**config.mk**
```make
export PLATFORM = sky130hd
export DESIGN_NAME = time_entry_ctrl
export DESIGN_NICKNAME = d
export VERILOG_FILES = /design/src/rtl/time_entry_pkg.sv /design/src/rtl/key_edge_encoder.sv /design/src/rtl/time_entry_ctrl.sv
export SDC_FILE = /design/constraint.sdc
export NUM_CORES = 1
export LEC_CHECK = 0
export CAP_MARGIN = 20
export CORE_AREA = 10 10 93 95
export CTS_BUF_LIST = sky130_fd_sc_hd__clkbuf_4 sky130_fd_sc_hd__clkbuf_8
export DETAILED_ROUTE_END_ITERATION = 8
export DIE_AREA = 0 0 103 105
export PLACE_DENSITY_LB_ADDON = 0.25
export RECOVER_POWER = 50
export SETUP_SLACK_MARGIN = 0.1
export SLEW_MARGIN = 0
export SYNTH_ARGS = -nofsm -noshare
export SYNTH_HDL_FRONTEND = slang
export SYNTH_SLANG_ARGS = --single-unit
```
**constraint.sdc**
```tcl
create_clock -name I2C_clk -period 3.53 [get_ports I2C_clk]
set_input_delay 0.5295 -clock I2C_clk [delete_from_list [all_inputs] [get_ports I2C_clk]]
set_output_delay 0.5295 -clock I2C_clk [all_outputs]
set_load 0.02 [all_outputs]
```
**src/rtl/time_entry_pkg.sv**
```systemverilog
// Shared key map, edge-event record, FSM state type and width helpers for the
// keypad time-entry controller.
package time_entry_pkg;

   localparam int NUM_KEYS  = 12;
   localparam int KEY_ZERO  = 9;
   localparam int KEY_CLEAR = 10;
   localparam int KEY_ENTER = 11;

   typedef enum logic {
      ENTRY,
      CONVERT
   } state_e;

   // One cycle's worth of decoded keypad activity after priority resolution.
   typedef struct packed {
      logic       valid;
      logic       clear;
      logic       enter;
      logic [3:0] digit;
   } key_ev_t;

   function automatic logic [3:0] key_to_digit(input int idx);
      return (idx == KEY_ZERO) ? 4'd0 : 4'(idx + 1);
   endfunction

   function automatic int pow10(input int n);
      int p;
      p = 1;
      for (int i = 0; i < n; i++) p = p * 10;
      return p;
   endfunction

   // Bits needed for a field of the given number of decimal digits.
   function automatic int field_width(input int digits);
      return $clog2(pow10(digits));
   endfunction

   // Bits needed to count from 0 up to and including n.
   function automatic int count_width(input int n);
      return $clog2(n + 1);
   endfunction

endpackage

```
**src/rtl/key_edge_encoder.sv**
```systemverilog
// Registers the debounced key levels, extracts rising edges and resolves them
// into a single event: CLEAR over ENTER over the lowest-index digit.
module key_edge_encoder
   import time_entry_pkg::*;
(
   input  logic                I2C_clk,
   input  logic                rst,
   input  logic [NUM_KEYS-1:0] button_ord,
   output key_ev_t             key_ev
);

   logic [NUM_KEYS-1:0] key_q, key_d;
   logic [NUM_KEYS-1:0] edges;

   // NOTE: every signal assigned in always_comb gets a value before any branch, so no latch can be inferred.
   always_comb begin
      key_d        = button_ord;
      edges        = button_ord & ~key_q;
      key_ev.valid = |edges;
      key_ev.clear = edges[KEY_CLEAR];
      key_ev.enter = edges[KEY_ENTER];
      key_ev.digit = 4'd0;
      // Scan downwards so the lowest-index digit edge is the one that sticks.
      for (int i = KEY_ZERO; i >= 0; i--) begin
         if (edges[i]) key_ev.digit = key_to_digit(i);
      end
   end

   // NOTE: sequential state is written with non-blocking assignments only, so every flop samples pre-edge values.
   always_ff @(posedge I2C_clk) begin
      if (rst) key_q <= '0;
      else     key_q <= key_d;
   end

endmodule

```
**src/rtl/time_entry_ctrl.sv**
```systemverilog
// Keypad mm:ss entry controller: edit buffer with cursor and range check, then a
// digit-serial BCD->binary conversion that publishes committed values with a strobe.
module time_entry_ctrl
   import time_entry_pkg::*;
#(
   parameter  int NUM_FIELDS       = 2,
   parameter  int DIGITS_PER_FIELD = 2,
   parameter  int MINOR_TENS_MAX   = 5,
   localparam int ND               = NUM_FIELDS * DIGITS_PER_FIELD,
   localparam int FW               = field_width(DIGITS_PER_FIELD),
   localparam int CW               = count_width(ND)
) (
   input  logic                     I2C_clk,
   input  logic                     rst,
   input  logic [NUM_KEYS-1:0]      button_ord,
   output logic [4*ND-1:0]          entry_bcd,
   output logic [CW-1:0]            cursor,
   output logic                     busy,
   output logic [4*ND-1:0]          commit_bcd,
   output logic [NUM_FIELDS*FW-1:0] commit_bin,
   output logic                     commit_stb,
   output logic                     reject_stb
);

   localparam int             SW  = NUM_FIELDS * FW;
   localparam int             PW  = count_width(DIGITS_PER_FIELD);
   localparam logic [FW-1:0]  TEN = FW'(10);

   key_ev_t key_ev;

   key_edge_encoder u_key_edge_encoder (
      .I2C_clk    (I2C_clk),
      .rst        (rst),
      .button_ord (button_ord),
      .key_ev     (key_ev)
   );

   state_e          state_q, state_d;
   logic [4*ND-1:0] entry_q, entry_d;
   logic [CW-1:0]   cursor_q, cursor_d;
   logic [CW-1:0]   idx_q, idx_d;
   logic [PW-1:0]   pos_q, pos_d;
   logic [FW-1:0]   acc_q, acc_d;
   logic [SW-1:0]   shadow_q, shadow_d;
   logic [4*ND-1:0] commit_bcd_q, commit_bcd_d;
   logic [SW-1:0]   commit_bin_q, commit_bin_d;
   logic            commit_stb_q, commit_stb_d;
   logic            reject_stb_q, reject_stb_d;

   logic [3:0]      conv_digit;
   logic [FW-1:0]   acc_base;
   logic [FW-1:0]   acc_next;

   // True when the slot is the leading (tens) digit of any field after field 0.
   function automatic logic minor_lead(input logic [CW-1:0] slot);
      logic hit;
      hit = 1'b0;
      for (int f = 1; f < NUM_FIELDS; f++) begin
         if (int'(slot) == f * DIGITS_PER_FIELD) hit = 1'b1;
      end
      return hit;
   endfunction

   // Datapath for one conversion step: fetch the indexed digit and fold it in.
   always_comb begin
      conv_digit = 4'd0;
      for (int i = 0; i < ND; i++) begin
         if (int'(idx_q) == i) conv_digit = entry_q[(ND-1-i)*4 +: 4];
      end
      acc_base = (pos_q == '0) ? '0 : acc_q;
      acc_next = acc_base * TEN + FW'(conv_digit);
   end

   always_comb begin
      state_d      = state_q;
      entry_d      = entry_q;
      cursor_d     = cursor_q;
      idx_d        = idx_q;
      pos_d        = pos_q;
      acc_d        = acc_q;
      shadow_d     = shadow_q;
      commit_bcd_d = commit_bcd_q;
      commit_bin_d = commit_bin_q;
      commit_stb_d = 1'b0;
      reject_stb_d = 1'b0;

      case (state_q)
         ENTRY: begin
            if (key_ev.clear) begin
               entry_d  = '0;
               cursor_d = '0;
            end else if (key_ev.enter) begin
               state_d = CONVERT;
               idx_d   = '0;
               pos_d   = '0;
            end else if (key_ev.valid) begin
               if (int'(cursor_q) == ND) begin
                  reject_stb_d = 1'b1;
               end else if (minor_lead(cursor_q) && key_ev.digit > 4'(MINOR_TENS_MAX)) begin
                  reject_stb_d = 1'b1;
               end else begin
                  for (int i = 0; i < ND; i++) begin
                     if (int'(cursor_q) == i) entry_d[(ND-1-i)*4 +: 4] = key_ev.digit;
                  end
                  cursor_d = cursor_q + 1'b1;
               end
            end
         end

         CONVERT: begin
            if (key_ev.clear) begin
               // Abort leaves commit_* untouched; partial results only live in shadow.
               state_d  = ENTRY;
               entry_d  = '0;
               cursor_d = '0;
            end else if (int'(idx_q) == ND) begin
               commit_bin_d = shadow_q;
               commit_bcd_d = entry_q;
               commit_stb_d = 1'b1;
               entry_d      = '0;
               cursor_d     = '0;
               state_d      = ENTRY;
            end else begin
               acc_d = acc_next;
               idx_d = idx_q + 1'b1;
               if (int'(pos_q) == DIGITS_PER_FIELD - 1) begin
                  // Fields complete in order, so shifting leaves field 0 in the MSBs.
                  shadow_d = (shadow_q << FW) | SW'(acc_next);
                  pos_d    = '0;
               end else begin
                  pos_d = pos_q + 1'b1;
               end
            end
         end
      endcase
   end

   // NOTE: the reset is synchronous and clears every register, including shadow and commit values, so no stale data is visible after reset.
   always_ff @(posedge I2C_clk) begin
      if (rst) begin
         state_q      <= ENTRY;
         entry_q      <= '0;
         cursor_q     <= '0;
         idx_q        <= '0;
         pos_q        <= '0;
         acc_q        <= '0;
         shadow_q     <= '0;
         commit_bcd_q <= '0;
         commit_bin_q <= '0;
         commit_stb_q <= 1'b0;
         reject_stb_q <= 1'b0;
      end else begin
         state_q      <= state_d;
         entry_q      <= entry_d;
         cursor_q     <= cursor_d;
         idx_q        <= idx_d;
         pos_q        <= pos_d;
         acc_q        <= acc_d;
         shadow_q     <= shadow_d;
         commit_bcd_q <= commit_bcd_d;
         commit_bin_q <= commit_bin_d;
         commit_stb_q <= commit_stb_d;
         reject_stb_q <= reject_stb_d;
      end
   end

   assign entry_bcd  = entry_q;
   assign cursor     = cursor_q;
   assign busy       = (state_q == CONVERT);
   assign commit_bcd = commit_bcd_q;
   assign commit_bin = commit_bin_q;
   assign commit_stb = commit_stb_q;
   assign reject_stb = reject_stb_q;

endmodule
```
==> summary.txt, run 1 <==
initial core utilization -> 58.15%
CTS tree -> built
cts bufs inserted -> 9
DP Area -> 4598 µm²
RSZ-0062 raised after global routing -> no
Peak VDD IR -> 0.0003727 V
DRT Pass-1 Iters -> 4
post-layout min period -> 2.762 ns
Worst Tran Pin Value -> 1.593 ns
Synth async-reset ratio -> 0%
final net count -> 552
share of cells above drive strength 1 -> 4.962%
gr usage total -> 17.84%
Cell Chain, Critical Path -> inv_1 > ha_1 > nand2_1 > nor2_1 > a21oi_1 > o21ai_0 > a22o_1 > ha_1 > fa_1 > a21oi_1 > nor2b_1 > xnor2_1 > nand2_1 > a21oi_1
largest net degree at the start of global routing -> 50
Final Cell Area -> 4800 µm²
hold_buf cts -> 0
Clock Power Share -> 36.7%
worst-path fanout max -> 7
most common cell in the netlist -> nand2_1
Pint -> 0.001471 W
std cell rows -> 30
Leakage Power -> 1.824 nW
post-synth top area share -> 45.35%
R2R Path End -> acc_q[5]$_SDFFE_PP0P_
Yosys reg bits -> 89
WL/cell -> 15.41 µm
CP required -> 3.80 ns
Worst-path clk slew -> 0.10 ns
htree depth -> 3
Via density -> 5.404
Initial DRC Count -> 196
final hold violations -> 0
post-synthesis cell count -> 464
synthesis-to-finish area growth -> 22.17%
root buffer cell -> clkbuf_8
failing checks -> max-capacitance violations, max-slew violations
chip height -> 105 µm
fill count -> 525
Switching Share -> 25.69%
DRT Wirelength -> 9.308 mm
port bufs -> 65
grt ovf -> 0
synth cell count leaders -> nand2_1 (104), dfxtp_1 (89), a21oi_1 (62)
DR DRC count -> 0
post-CTS resize count -> 0
clock sinks -> 89
die span in x -> 103 µm
critical path data arrival time -> 3.03 ns
Longest Clk Path Bufs -> 2
initial antenna violation count -> 0
die area -> 10,820 µm²
Final Setup Violations -> 0
Net Switching -> 0.0005086 W
max-cap violations -> 1
syn nets -> 497
most used cell, CP -> a21oi_1
worst r2r src -> idx_q[0]$_SDFFE_PP0P_
Post-Syn Area -> 3929 µm²
Hold Startpoint -> commit_bin[12]$_SDFFE_PP0P_
Reg2Reg Depth -> 14
clk_skew -> 0.01469 ns
Hold Crit Depth -> 2
top cell type by total area after synthesis -> dfxtp_1
total negative slack -> 0 ns
Pwr Total -> 0.001980 W
max incr delay on CP -> 0.43 ns
kind of end point of the critical path -> register
highest clock rate -> 362.0 MHz
Ports -> 66
HPWL Detailed -> 6.781 mm
CP max stage cell -> dfxtp_1
worst hold endpoint -> commit_bin[12]$_SDFFE_PP0P_
Power per Cell Area -> 412.5 nW/µm²
Clk Latency, worst-skew pair -> 0.36 ns
outcome -> finished with violations
Hold Crit Class -> reg -> reg
ys flop type -> dfxtp_1
Post-synth EDFFs -> 0
sequential share of the synthesized area -> 45.35%
period utilization -> 78.25%
Synth warnings -> 0
vias -> 3,264
kind of critical path -> reg -> reg
Multi-input gate area -> 1988 µm²
Final WS setup -> 0.7678 ns
Relative slew margins -> -6.230%
first-pass GRT wire length -> 15.64 mm
global placement routability congestion -> 0.8456
count of different cell masters after synthesis -> 39
top cells by area, synth -> dfxtp_1 (45%), nand2_1 (9.9%), a21oi_1 (7.9%)
Post-CTS Setup Inserts -> 0
Place WS -> 0.6830 ns
R2R Setup Slk -> 0.77 ns
Antenna Nets Post-Route -> 0
mean post-synth cell area -> 8.467 µm²
diode count -> 0
relative contribution of sequential cells to total power -> 53.1%
Comb power frac -> 10.3%
Slew Limit Fails -> 45
vias in the first global route -> 3,298
CORE AREA -> 6756 µm²
crit path launch type -> register
register area -> 1782 µm²
==> worst max-delay path by stage <==
stage | depth (start not counted) | start | to
global placement | 7 | button_ord[5] | cursor[0]$_SDFFE_PP0P_
CTS | 14 | idx_q[0]$_SDFFE_PP0P_ | acc_q[5]$_SDFFE_PP0P_
finish | 14 | idx_q[0]$_SDFFE_PP0P_ | acc_q[5]$_SDFFE_PP0P_
floorplan | 14 | idx_q[0]$_SDFFE_PP0P_ | shadow_q[5]$_SDFFE_PP0P_
global route | 14 | idx_q[0]$_SDFFE_PP0P_ | acc_q[5]$_SDFFE_PP0P_
detailed placement | 7 | button_ord[6] | entry_bcd[0]$_SDFFE_PP0P_
==> cell families after synthesis <==
group / share of synthesized area, %
simple gates: 25.60
mux: 4.458
xor+xnor: 1.561
flops: 45.35
fa+ha+maj: 6.433
buf+inv: 4.045
compound gates: 12.55
==> state kept, by name (all words and copies together), names as in the netlist <==
signal / count
pos_q: 2
entry_bcd: 16
cursor: 3
shadow_q: 14
u_key_edge_encoder.key_q: 12
commit_stb: 1
busy: 1
idx_q: 3
reject_stb: 1
commit_bin: 14
commit_bcd: 16
acc_q: 6
==> critical path: cells and delay by family (launching register included) <==
family | cells | cell delay [ns]
AO/OA/AOI/OAI | 5 | 0.69
flip-flops | 1 | 0.43
AND/OR/NAND/NOR | 4 | 0.32
adder cells (fa/ha/maj) | 3 | 0.91
buffers and inverters | 1 | 0.09
XOR/XNOR | 1 | 0.23
==> per-layer routing <==
layer | GRT usage [%] | wire, µm
met2 | 31.92 | 5045
met4 | 7.356 | 142
met5 | 0 | 0
met1 | 19.93 | 3733
met3 | 3.162 | 387
==> power groups by stage <==
stage                     clock [W]  sequential [W]  combinational, W
after floorplan                   0         0.00108          0.000130
after global placement            0         0.00107          0.000199
after detailed placement          0         0.00107          0.000203
after CTS                  0.000737         0.00105          0.000204
after global routing       0.000779         0.00105          0.000222
final                      0.000726         0.00105          0.000203
==> metrics by stage <==
| stage | hold WS, ns | util [%] | cells |
|---|---|---|---|
| finish | 0.4540 | 71.04 | 604 |
| global route | 0.4694 | 71.04 | 604 |
| CTS | 0.4569 | 71.15 | 604 |
| detailed placement | 0.4453 | 68.06 | 588 |
| global placement | 0.4376 | 68.06 | 588 |
| floorplan | 0.4318 | - | 464 |
==> cell type report <==
cell class / instances / area share [%]
clock buffers: 10 / 2.868
multi-input cells: 337 / 41.42
clock inverters: 6 / 1.486
well taps: 80 / 2.086
repair buffers: 70 / 14.08
flip-flops and latches: 89 / 37.12
inverters: 12 / 0.9385
==> cell usage in the layout (no fill, tap or decap), types with 2 or more instances in the layout <==
| cell type | n |
|---|---|
| mux2i_1 | 16 |
| inv_6 | 3 |
| ha_1 | 17 |
| clkdlybuf4s50_1 | 39 |
| nand2b_1 | 26 |
| a22o_1 | 4 |
| xnor2_1 | 7 |
| and3b_1 | 2 |
| inv_1 | 12 |
| clkinvlp_4 | 2 |
| clkbuf_8 | 10 |
| o211ai_1 | 2 |
| nor3_1 | 5 |
| fa_1 | 2 |
| nor3b_1 | 2 |
| nand2_1 | 104 |
| clkbuf_1 | 2 |
| a211oi_1 | 3 |
| dlygate4sd3_1 | 25 |
| nor2_1 | 28 |
| dfxtp_1 | 89 |
| o21ai_0 | 5 |
| or3_1 | 5 |
| buf_4 | 3 |
| a21oi_1 | 62 |
| nand3_1 | 7 |
| nor2b_1 | 24 |
(Power assumes the default switching activity.)
==> inputs of run 2 (changes only) <==
--- a/config.mk
+++ b/config.mk
@@ -6,10 +6,10 @@
 export NUM_CORES = 1
 export LEC_CHECK = 0
 export CAP_MARGIN = 20
-export CORE_AREA = 10 10 93 95
+export CORE_AREA = 10 10 96 98
 export CTS_BUF_LIST = sky130_fd_sc_hd__clkbuf_4 sky130_fd_sc_hd__clkbuf_8
 export DETAILED_ROUTE_END_ITERATION = 8
-export DIE_AREA = 0 0 103 105
+export DIE_AREA = 0 0 106 108
 export PLACE_DENSITY_LB_ADDON = 0.25
 export RECOVER_POWER = 50
 export SETUP_SLACK_MARGIN = 0.1
==> constraint.sdc (replaced) <==
create_clock -name I2C_clk -period 2.6 [get_ports I2C_clk]
set_input_delay 0.39 -clock I2C_clk [delete_from_list [all_inputs] [get_ports I2C_clk]]
set_output_delay 0.39 -clock I2C_clk [all_outputs]
set_load 0.02 [all_outputs]
==> run 2 against run 1 <==
  * The run now ends clean
  * Fmax rose by 14%
  * Largest power group unchanged
  * Sequential share of layout area fell by 2.0 points
  * Wire length rose by 3.2%
  * Clock power rose by 46%
  * Die area rose by 5.9%
==> summary.txt, run 2 (synthesis gave the netlist of run 1 again) <==
outcome -> finished, final reports clean (was finished with violations)
CP required -> 2.89 ns (was 3.80 ns)
WL/cell -> 14.82 µm (was 15.41 µm)
largest net degree at the start of global routing -> 38 (was 50)
root buffer cell -> clkbuf_8 (unchanged)
diode count -> 0 (unchanged)
DRT Pass-1 Iters -> 4 (unchanged)
initial core utilization -> 52.76% (was 58.15%)
Non-Filler Instances -> 648 (was 604)
DP Area -> 4753 µm² (was 4598 µm²)
vias in the first global route -> 3,365 (was 3,298)
WL met3 -> 518 µm (was 387 µm)
Final Setup Violations -> 0 (unchanged)
die span in x -> 106 µm (was 103 µm)
DRT Wirelength -> 9.603 mm (was 9.308 mm)
Cells after DPL -> 627 (was 588)
Hold Crit Class -> reg -> reg (unchanged)
clk_skew -> 0.01253 ns (was 0.01469 ns)
Ports -> 66 (unchanged)
CORE AREA -> 7447 µm² (was 6756 µm²)
relative contribution of sequential cells to total power -> 51.0% (was 53.1%)
Worst-path clk slew -> 0.09 ns (was 0.10 ns)
CP max stage cell -> fa_2 (was dfxtp_1)
HPWL Detailed -> 7.033 mm (was 6.781 mm)
CTS tree -> built (unchanged)
worst hold slack -> 0.4475 ns (was 0.4540 ns)
commonest cells after routing, fill and taps aside -> nand2_1 (103), dfxtp_1 (87), clkdlybuf4s50_1 (64), a21oi_1 (59) (was nand2_1 (104), dfxtp_1 (89), a21oi_1 (62), clkdlybuf4s50_1 (39), nor2_1 (28))
chip height -> 108 µm (was 105 µm)
Power per Cell Area -> 549.1 nW/µm² (was 412.5 nW/µm²)
Antenna Nets Post-Route -> 0 (unchanged)
die area -> 11,450 µm² (was 10,820 µm²)
Leakage Power -> 1.863 nW (was 1.824 nW)
max-cap violations -> 0 (was 1)
max incr delay on CP -> 0.40 ns (was 0.43 ns)
post-layout min period -> 2.433 ns (was 2.762 ns)
Cell Chain, Critical Path -> buf_4 > ha_4 > nor2_2 > a21oi_2 > o21ai_2 > a22o_1 > ha_2 > fa_2 > a21oi_2 > nor2b_1 > xnor2_1 > nand2_1 > a21oi_1 (was inv_1 > ha_1 > nand2_1 > nor2_1 > a21oi_1 > o21ai_0 > a22o_1 > ha_1 > fa_1 > a21oi_1 > nor2b_1 > xnor2_1 > nand2_1 > a21oi_1)
Clk Latency, worst-skew pair -> 0.36 ns (about the same)
initial antenna violation count -> 0 (unchanged)
Longest Clk Path Bufs -> 2 (unchanged)
worst-path fanout max -> 6 (was 7)
commonest non-fill, non-tap cell in the layout -> nand2_1 (unchanged)
Slew Limit Fails -> 0 (was 45)
final net count -> 574 (was 552)
Clock Power Share -> 38.0% (was 36.7%)
global placement routability congestion -> 0.8799 (was 0.8456)
synthesis-to-finish area growth -> 29.40% (was 22.17%)
period utilization -> 93.58% (was 78.25%)
Net Switching -> 0.0006839 W (was 0.0005086 W)
clock sinks -> 89 (unchanged)
Pint -> 0.002108 W (was 0.001471 W)
htree depth -> 3 (unchanged)
crit path launch type -> register (unchanged)
cts bufs inserted -> 9 (unchanged)
Peak VDD IR -> 0.0003909 V (was 0.0003727 V)
final hold violations -> 0 (unchanged)
fill count -> 641 (was 525)
Final Cell Area -> 5084 µm² (was 4800 µm²)
Comb power frac -> 11.0% (was 10.3%)
Via density -> 5.198 (was 5.404)
gr usage total -> 16.77% (was 17.84%)
CP top delay family -> adder cells (unchanged)
most used cell, CP -> a21oi_2 (was a21oi_1)
port bufs -> 65 (unchanged)
fin util -> 68.26% (was 71.04%)
Pwr Total -> 0.002792 W (was 0.001980 W)
met2 WL -> 4.848 mm (was 5.045 mm)
Initial DRC Count -> 133 (was 196)
register area -> 1787 µm² (was 1782 µm²)
critical path data arrival time -> 2.72 ns (was 3.03 ns)
Worst Tran Pin Value -> 1.475 ns (was 1.593 ns)
share of cells above drive strength 1 -> 12.09% (was 4.962%)
grt ovf -> 0 (unchanged)
highest clock rate -> 411.0 MHz (was 362.0 MHz)
R2R Setup Slk -> 0.17 ns (was 0.77 ns)
Switching Share -> 24.50% (was 25.69%)
hold_buf cts -> 0 (unchanged)
Relative slew margins -> 1.641% (was -6.230%)
kind of end point of the critical path -> register (unchanged)
DR DRC count -> 0 (unchanged)
std cell rows -> 32 (was 30)
top layer in use -> met4 (unchanged)
kind of critical path -> reg -> reg (unchanged)
WP buf/inv -> 1 (unchanged)
vias -> 3,368 (was 3,264)
Multi-input gate area -> 2061 µm² (was 1988 µm²)
first-pass GRT wire length -> 15.84 mm (was 15.64 mm)
DRT met1 WL -> 4.105 mm (was 3.733 mm)
[run 2: path summary, 6_finish.rpt]
| path | from | endpoint | cells after the start |
|---|---|---|---|
| worst max-delay path | idx_q[0]$_SDFFE_PP0P_ | shadow_q[5]$_SDFFE_PP0P_ | 13 |
| worst max register to register | idx_q[0]$_SDFFE_PP0P_ | shadow_q[5]$_SDFFE_PP0P_ | 13 |
| worst min register to register | shadow_q[11]$_SDFFE_PP0P_ | commit_bin[11]$_SDFFE_PP0P_ | 2 |
| worst min-delay path | shadow_q[11]$_SDFFE_PP0P_ | commit_bin[11]$_SDFFE_PP0P_ | 2 |
[run 2: repair_timing]
action | CTS | global route
buffers inserted | 0 | 5
endpoints found under the setup margin | 3 | 6
pin swaps | 1 | 10
resized for setup | 3 | 20
hold endpoints to repair | 0 | 0
[run 2: power by group through the flow]
stage	Sequential [W]	Combinational, W	Clock (W)
finish	0.00142	0.000307	0.00106
global route	0.00143	0.000333	0.00114
CTS	0.00142	0.000298	0.00108
detailed placement	0.00146	0.000297	0
global placement	0.00146	0.000290	0
floorplan	0.00147	0.000176	0
[run 2: stage by stage]
step | worst slack, ns | TNS (ns)
floorplan | 0.2735 | 0
global placement | 0.01190 | 0
detailed placement | -0.03502 | -0.2475
CTS | 0.1079 | 0
global route | -0.01316 | -0.01316
finish | 0.1670 | 0
[run 2: per-layer routing]
metal | track usage (%) | vias up
li1 | - | 1693
met1 | 18.74 | 1578
met2 | 29.59 | 85
met3 | 5.175 | 12
met4 | 6.093 | 0
met5 | 0 | -
[run 2: tightest hold or removal path: cells and delay by family, from the launching register on]
family | cells | cell delay [ns]
AOI/OAI and AO/OA | 1 | 0.05
DFF | 1 | 0.32
and+or+nand+nor | 1 | 0.05
[run 2: cell type report]
type,count,share of cell area (%)
multi-input combinational,337,40.54
sequential,89,35.15
timing repair buffer,92,16.44
clock buffer,10,2.707
tap,102,2.510
clock inverter,6,1.772
inverter,12,0.8860
==> inputs of run 3 (changes only) <==
--- a/config.mk
+++ b/config.mk
@@ -5,12 +5,13 @@
 export SDC_FILE = /design/constraint.sdc
 export NUM_CORES = 1
 export LEC_CHECK = 0
+export ABC_AREA = 1
 export CAP_MARGIN = 20
-export CORE_AREA = 10 10 96 98
+export CORE_AREA = 10 10 98 100
 export CTS_BUF_LIST = sky130_fd_sc_hd__clkbuf_4 sky130_fd_sc_hd__clkbuf_8
 export DETAILED_ROUTE_END_ITERATION = 8
-export DIE_AREA = 0 0 106 108
-export PLACE_DENSITY_LB_ADDON = 0.25
+export DIE_AREA = 0 0 108 110
+export PLACE_DENSITY_LB_ADDON = 0.05
 export RECOVER_POWER = 50
 export SETUP_SLACK_MARGIN = 0.1
 export SLEW_MARGIN = 0
==> run 3 against run 2 <==
  * First-iteration DRC count is 41% higher
  * Non-clock buffer count is 22 lower
  * Largest cell class unchanged
  * Highest routed layer unchanged
  * Die area is 3.8% higher
==> summary.txt, run 3 <==
outcome -> finished, final reports clean (unchanged)
Hold Crit Class -> reg -> reg (unchanged)
Antenna Nets Post-Route -> 0 (unchanged)
Post-Syn Area -> 4120 µm² (was 3929 µm²)
max incr delay on CP -> 0.38 ns (was 0.40 ns)
fill count -> 679 (was 641)
Longest Clk Path Bufs -> 2 (unchanged)
Clk Latency, worst-skew pair -> 0.36 ns (about the same)
Switching Share -> 30.93% (was 24.50%)
clk_skew -> 0.009408 ns (was 0.01253 ns)
highest clock rate -> 419.5 MHz (was 411.0 MHz)
Comb power frac -> 19.9% (was 11.0%)
Worst-path clk slew -> 0.09 ns (about the same)
Via density -> 4.944 (was 5.198)
grt ovf -> 0 (unchanged)
DP Area -> 4896 µm² (was 4753 µm²)
synth cell count leaders -> inv_1 (100), nor2_1 (92), dfxtp_1 (89) (was nand2_1 (104), dfxtp_1 (89), a21oi_1 (62))
vias in the first global route -> 3,477 (was 3,365)
final hold violations -> 0 (unchanged)
initial antenna violation count -> 0 (unchanged)
crit path launch type -> register (unchanged)
commonest non-fill, non-tap cell in the layout -> inv_1 (was nand2_1)
chip height -> 110 µm (was 108 µm)
kind of end point of the critical path -> register (unchanged)
CP max stage cell -> fa_1 (was fa_2)
Clock Power Share -> 31.3% (was 38.0%)
DR DRC count -> 0 (unchanged)
Power per Cell Area -> 597.2 nW/µm² (was 549.1 nW/µm²)
ys flop type -> dfxtp_1 (unchanged)
port bufs -> 65 (unchanged)
Post-CTS Setup Inserts -> 0 (unchanged)
vias -> 3,604 (was 3,368)
Cell Chain, Critical Path -> inv_1 > nand2_1 > inv_1 > nor2_2 > ha_1 > ha_1 > inv_1 > fa_1 > xnor2_1 > xor2_1 > xor2_1 > a21oi_1 (was buf_4 > ha_4 > nor2_2 > a21oi_2 > o21ai_2 > a22o_1 > ha_2 > fa_2 > a21oi_2 > nor2b_1 > xnor2_1 > nand2_1 > a21oi_1)
DRT Wirelength -> 9.868 mm (was 9.603 mm)
Final Setup Violations -> 0 (unchanged)
Leakage Power -> 2.384 nW (was 1.863 nW)
post-layout min period -> 2.384 ns (was 2.433 ns)
Slew Limit Fails -> 0 (unchanged)
gr usage total -> 17.34% (was 16.77%)
post-synth top area share -> 43.24% (was 45.35%)
CP required -> 2.85 ns (was 2.89 ns)
top cells by area, synth -> dfxtp_1 (43%), inv_1 (9.1%), nor2_1 (8.4%) (was dfxtp_1 (45%), nand2_1 (9.9%), a21oi_1 (7.9%))
final net count -> 656 (was 574)
die span in x -> 108 µm (was 106 µm)
Synth async-reset ratio -> 0% (unchanged)
period utilization -> 91.68% (was 93.58%)
top cell type by total area after synthesis -> dfxtp_1 (unchanged)
WL/cell -> 13.54 µm (was 14.82 µm)
critical path data arrival time -> 2.63 ns (was 2.72 ns)
Final Cell Area -> 5106 µm² (was 5084 µm²)
Net Switching -> 0.0009432 W (was 0.0006839 W)
worst-path fanout max -> 5 (was 6)
total negative slack -> 0 ns (unchanged)
post-synthesis cell count -> 560 (was 464)
Post-synth EDFFs -> 0 (unchanged)
Non-Filler Instances -> 729 (was 648)
Ports -> 66 (unchanged)
largest net degree at the start of global routing -> 69 (was 38)
Cells after DPL -> 714 (was 627)
Initial DRC Count -> 187 (was 133)
syn nets -> 593 (was 497)
Yosys reg bits -> 89 (unchanged)
synthesis-to-finish area growth -> 23.93% (was 29.40%)
CORE AREA -> 7647 µm² (was 7447 µm²)
diode count -> 0 (unchanged)
hold_buf cts -> 0 (unchanged)
relative contribution of sequential cells to total power -> 48.8% (was 51.0%)
global placement routability congestion -> 0.8910 (was 0.8799)
Relative slew margins -> 32.50% (was 1.641%)
htree depth -> 3 (unchanged)
first-pass GRT wire length -> 16.59 mm (was 15.84 mm)
clock sinks -> 89 (unchanged)
CTS tree -> built (unchanged)
initial core utilization -> 53.88% (was 52.76%)
max-cap violations -> 0 (unchanged)
Pint -> 0.002106 W (was 0.002108 W)
Worst Tran Pin Value -> 1.012 ns (was 1.475 ns)
Synth warnings -> 0 (unchanged)
RSZ-0062 raised after global routing -> yes
most common cell in the netlist -> inv_1 (was nand2_1)
kind of critical path -> reg -> reg (unchanged)
most used cell, CP -> inv_1 (was a21oi_2)
die area -> 11,880 µm² (was 11,450 µm²)
commonest cells after routing, fill and taps aside -> inv_1 (100), nor2_1 (90), dfxtp_1 (87), nand2_1 (72), o21ai_0 (56) (was nand2_1 (103), dfxtp_1 (87), clkdlybuf4s50_1 (64), a21oi_1 (59))
std cell rows -> 32 (unchanged)
Peak VDD IR -> 0.0004437 V (was 0.0003909 V)
HPWL Detailed -> 7.296 mm (was 7.033 mm)
DRT Pass-1 Iters -> 4 (unchanged)
cts bufs inserted -> 9 (unchanged)
sequential share of the synthesized area -> 43.24% (was 45.35%)
root buffer cell -> clkbuf_8 (unchanged)
count of different cell masters after synthesis -> 34 (was 39)
mean post-synth cell area -> 7.358 µm² (was 8.467 µm²)
share of cells above drive strength 1 -> 8.293% (was 12.09%)
Pwr Total -> 0.003049 W (was 0.002792 W)
-- run 3: cell types whose count changed in the layout (fill, tap and decap cells not counted), moves of 16 or more --
cell	previous run	this run
clkdlybuf4s50_1	64	21
nor2b_1	24	0
buf_4	23	2
o21ai_0	4	56
nand2_1	103	72
dlygate4sd3_1	0	44
nand2b_1	26	0
mux2i_1	16	0
inv_1	10	100
nor2_1	26	90
-- run 3: routing by layer --
layer | track usage [%] | part of all wire, % | vias to the layer above
met1 | 19.93 | 42 | 1631
met5 | 0 | 0 | -
met4 | 6.679 | 1.8 | 0
met3 | 4.701 | 5.6 | 15
met2 | 30.13 | 51 | 74
li1 | - | - | 1884
-- run 3: final cells by class --
cell class / instances / area [µm²] / area share (%)
clock buffers: 9 / 123.9 / 2.426
clock inverters: 6 / 67.56 / 1.323
inverters: 105 / 396.6 / 7.768
multi-input cells: 348 / 1894 / 37.10
flip-flops and latches: 89 / 1787 / 34.99
well taps: 102 / 127.6 / 2.499
repair buffers: 70 / 709.4 / 13.89
-- run 3: logic make-up (layout without fill, tap and decap cells) --
family / Yosys count / count (layout) / share of synthesized area [%]
and+or+nand+nor: 201 / 201 / 22.41
xor gates and xnor gates: 6 / 6 / 1.275
buffers and inverters: 123 / 190 / 11.33
adders and majority gates: 19 / 19 / 6.134
DFF: 89 / 89 / 43.24
AOI/OAI and AO/OA: 122 / 122 / 15.61
-- run 3: power groups by stage --
stage / clock (W) / combinational (W) / sequential [W]
2_1_floorplan: 0 / 0.000345 / 0.00155
3_3_place_gp: 0 / 0.000590 / 0.00152
3_5_place_dp: 0 / 0.000606 / 0.00152
4_1_cts: 0.000967 / 0.000611 / 0.00149
5_1_grt: 0.00102 / 0.000683 / 0.00150
6_report: 0.000953 / 0.000608 / 0.00149
-- run 3: metrics by stage --
stage               hold WS [ns]  utilization, %  worst slack, ns
floorplan                 0.4300               -           0.2916
global placement          0.4312           64.02           0.1637
detailed placement        0.4345           64.02          0.04677
CTS                       0.4482           66.57           0.1230
global route              0.4653           66.77          0.02281
finish                    0.4406           66.77           0.2162
-- run 3: final timing paths --
kind                                                 start                          to  slack [ns]  depth (start not counted)
worst max-delay path                 pos_q[0]$_SDFFE_PP0P_    shadow_q[6]$_SDFFE_PP0P_        0.22                         12
worst min-delay path            commit_bin[2]$_SDFFE_PP0P_  commit_bin[2]$_SDFFE_PP0P_        0.44                          2
worst max register to register       pos_q[0]$_SDFFE_PP0P_    shadow_q[6]$_SDFFE_PP0P_        0.22                         12
worst min register to register  commit_bin[2]$_SDFFE_PP0P_  commit_bin[2]$_SDFFE_PP0P_        0.44                          2
-- run 3: worst max-delay path, delay by kind of cell, from the launching register on --
kind                       cells  cell delay (ns)
adders and majority gates      3             0.79
and+or+nand+nor                2             0.18
xor gates and xnor gates       3             0.56
buffers and inverters          3             0.33
DFF                            1             0.32
AOI/OAI and AO/OA              1             0.09
-- run 3: timing repair --
| action | 4_1_cts | 5_1_grt |
|---|---|---|
| cloned | 0 | 0 |
| setup endpoints to repair | 1 | 8 |
| gates resized for setup | 2 | 12 |
==> RTL edit (settings of run 2) <==
The output `commit_stb` loses its register stage (`commit_stb_q` becomes a continuous assignment).
--- a/src/rtl/time_entry_ctrl.sv
+++ b/src/rtl/time_entry_ctrl.sv
@@ -147,7 +147,6 @@
          shadow_q     <= '0;
          commit_bcd_q <= '0;
          commit_bin_q <= '0;
-         commit_stb_q <= 1'b0;
          reject_stb_q <= 1'b0;
       end else begin
          state_q      <= state_d;
@@ -159,10 +158,11 @@
          shadow_q     <= shadow_d;
          commit_bcd_q <= commit_bcd_d;
          commit_bin_q <= commit_bin_d;
-         commit_stb_q <= commit_stb_d;
          reject_stb_q <= reject_stb_d;
       end
    end
+
+   assign commit_stb_q = commit_stb_d;
 
    assign entry_bcd  = entry_q;
    assign cursor     = cursor_q;
Function: changed (Yosys sat finds a counterexample within 10 cycles, from zero or initial values and one cycle with rst high).
==> RTL edit against run 2 <==
Worst hold slack worse by 33 ps. Area after synthesis down 0.25%. First-iteration DRC count up 29%. Global-route usage about the same. Clock skew down 1.1 ps. Total power down 1.9%. Sequential share of layout area up 0.61 points. Design area down 2.7%. Setup slack better by 21 ps. Count of clock-buffer cells in the layout down 1. Core utilization down 1.8 points. Synthesized cell count up 0.22%. Routed wire length down 1.1%. Sequential cell count down 1. Critical path type unchanged.
==> RTL edit: results (changes against run 2) <==
Place
  • RD Place Congestion: 0.905 (+2.8%)
  • DP Wirelength: 6.97 mm (-0.97%)
  • Cell area after placement: 0.00466 mm2 (-1.9%)

Worst setup path
  • Cell depth of the worst flop-to-flop path: 11 (-2)
  • R2R Setup Slk: 190 ps (+20 ps)
  • Worst reg2reg path endpoint: acc_q[5]
  • Delay-heaviest family, CP: adder cells
  • Crit path DAT: 2700 ps (-20 ps)
  • Crit-path max FO: 5 (-1)
  • Worst-path cell with the longest stage delay: dfxtp_4
  • Worst reg2reg startpoint: idx_q[1]
  • Max stage delay on crit path: 380 ps (-20 ps)

STA
  • Max-slew headroom: 0.514 (+0.498)
  • Worst Skew: 11.4 ps (-1.12 ps)

GRT
  • First-pass GRT wire length: 16.0 mm (+1.1%)
  • Largest net degree at the start of global routing: 51 (+34%)
  • GRT Resource Usage Total: 0.168 (about the same)
  • Number of global-route vias before repair: 3390 (+0.74%)

Drt
  • Vias/cell: 5.28 (+1.7%)
  • Wirelength, routed: 9.49 mm (-1.1%)
  • First drt pass iteration count: 4 (unchanged)
  • DR iter-0 viols: 172 (+29%)

Min path
  • Hold_sp: rst
  • Tightest Hold Check Type: primary input to flip-flop
  • Worst Hold Endpoint: u_key_edge_encoder.key_q[8]

Clock network
  • CTS Root Cell: clkbuf_8
  • Clock latency at the later pin of the worst-skew pair: 360 ps (about the same)

Layout
  • Ant. Diodes: 0 (unchanged)
  • Fillers: 624 (-2.7%)
  • Fin area: 0.00495 mm2 (-2.7%)
  • Layout cell share with drive strength beyond 1: 0.0959 (-0.0250)
  • Total Nets Final: 561 (-2.3%)

Yosys
  • Post-synthesis sequential area ratio: 0.450 (-0.00395)
  • Synth top area cells: dfxtp_1 45%, nand2_1 11%, a21oi_1 7.4%
  • Syn nets: 498 (+0.20%)
  • Post-synth ARST share: 0 (unchanged)
  • Top post-synthesis cells by count: 119 x nand2_1, 88 x dfxtp_1, 58 x a21oi_1, 26 x nor2b_1, 24 x nor2_1

Outcome
  • Outcome: finished clean

Power and ir drop
  • VDD IR max: 0.383 mV (-2.0%)
  • Leak: 1.91 nW (+2.3%)
[RTL edit: cell families (layout without fill, tap and decap cells)]
logic type | after synthesis | after routing | share of synthesized area
flip-flops | 88 | 88 | 0.450
AND/OR/NAND/NOR | 216 | 216 | 0.268
multiplexers | 17 | 17 | 0.0434
XOR/XNOR | 7 | 7 | 0.0156
adder cells (fa/ha/maj) | 19 | 19 | 0.0645
buffers and inverters | 39 | 106 | 0.0418
AO/OA/AOI/OAI | 79 | 79 | 0.117
[RTL edit: metrics by stage]
stage               hold WS [ps]  setup slack [ps]  std cells  power, mW
finish                       414               188        634       2.74
global route                 461              63.5        634       2.85
CTS                          422               102        633       2.76
detailed placement           447              63.5        618       1.74
global placement             440               194        618       1.74
floorplan                    432               281        465       1.63
[RTL edit: how the worst max path moves through the flow]
stage                     startpoint     endpoint  cells after the start
after floorplan             idx_q[0]  shadow_q[5]                     13
final                       idx_q[1]     acc_q[5]                     11
after global placement      idx_q[0]     acc_q[5]                     14
after global routing        idx_q[1]     acc_q[5]                     11
after CTS                   idx_q[0]     acc_q[5]                     14
after detailed placement    idx_q[0]     acc_q[5]                     14
[RTL edit: repair_timing]
item | CTS | global route
hold buffers | 0 | 0
endpoints found under the setup margin | 3 | 6
pin swaps | 0 | 6
setup buffers | 0 | 1
resized for setup | 3 | 18
[RTL edit: cell type report]
cell class / instances / share of cell area
Clock buffer: 9 / 0.0250
Inverter: 14 / 0.0111
Tap cell: 102 / 0.0258
Sequential cell: 88 / 0.358
Timing Repair Buffer: 77 / 0.148
Multi-Input combinational cell: 338 / 0.414
Clock inverter: 6 / 0.0187
[RTL edit: power by group]
part	switching, mW	total [mW]	internal [mW]	leakage (nW)
logic	0.172	0.306	0.134	1.09
registers	0.0292	1.41	1.38	0.715
clock network	0.485	1.03	0.541	0.102
[RTL edit: layer usage]
metal / routed length [um] / vias up / track usage
met5: 0 / - / 0
met4: 165 / 0 / 0.0725
met3: 478 / 17 / 0.0345
met2: 4920 / 91 / 0.295
met1: 3930 / 1563 / 0.195
li1: - / 1679 / -
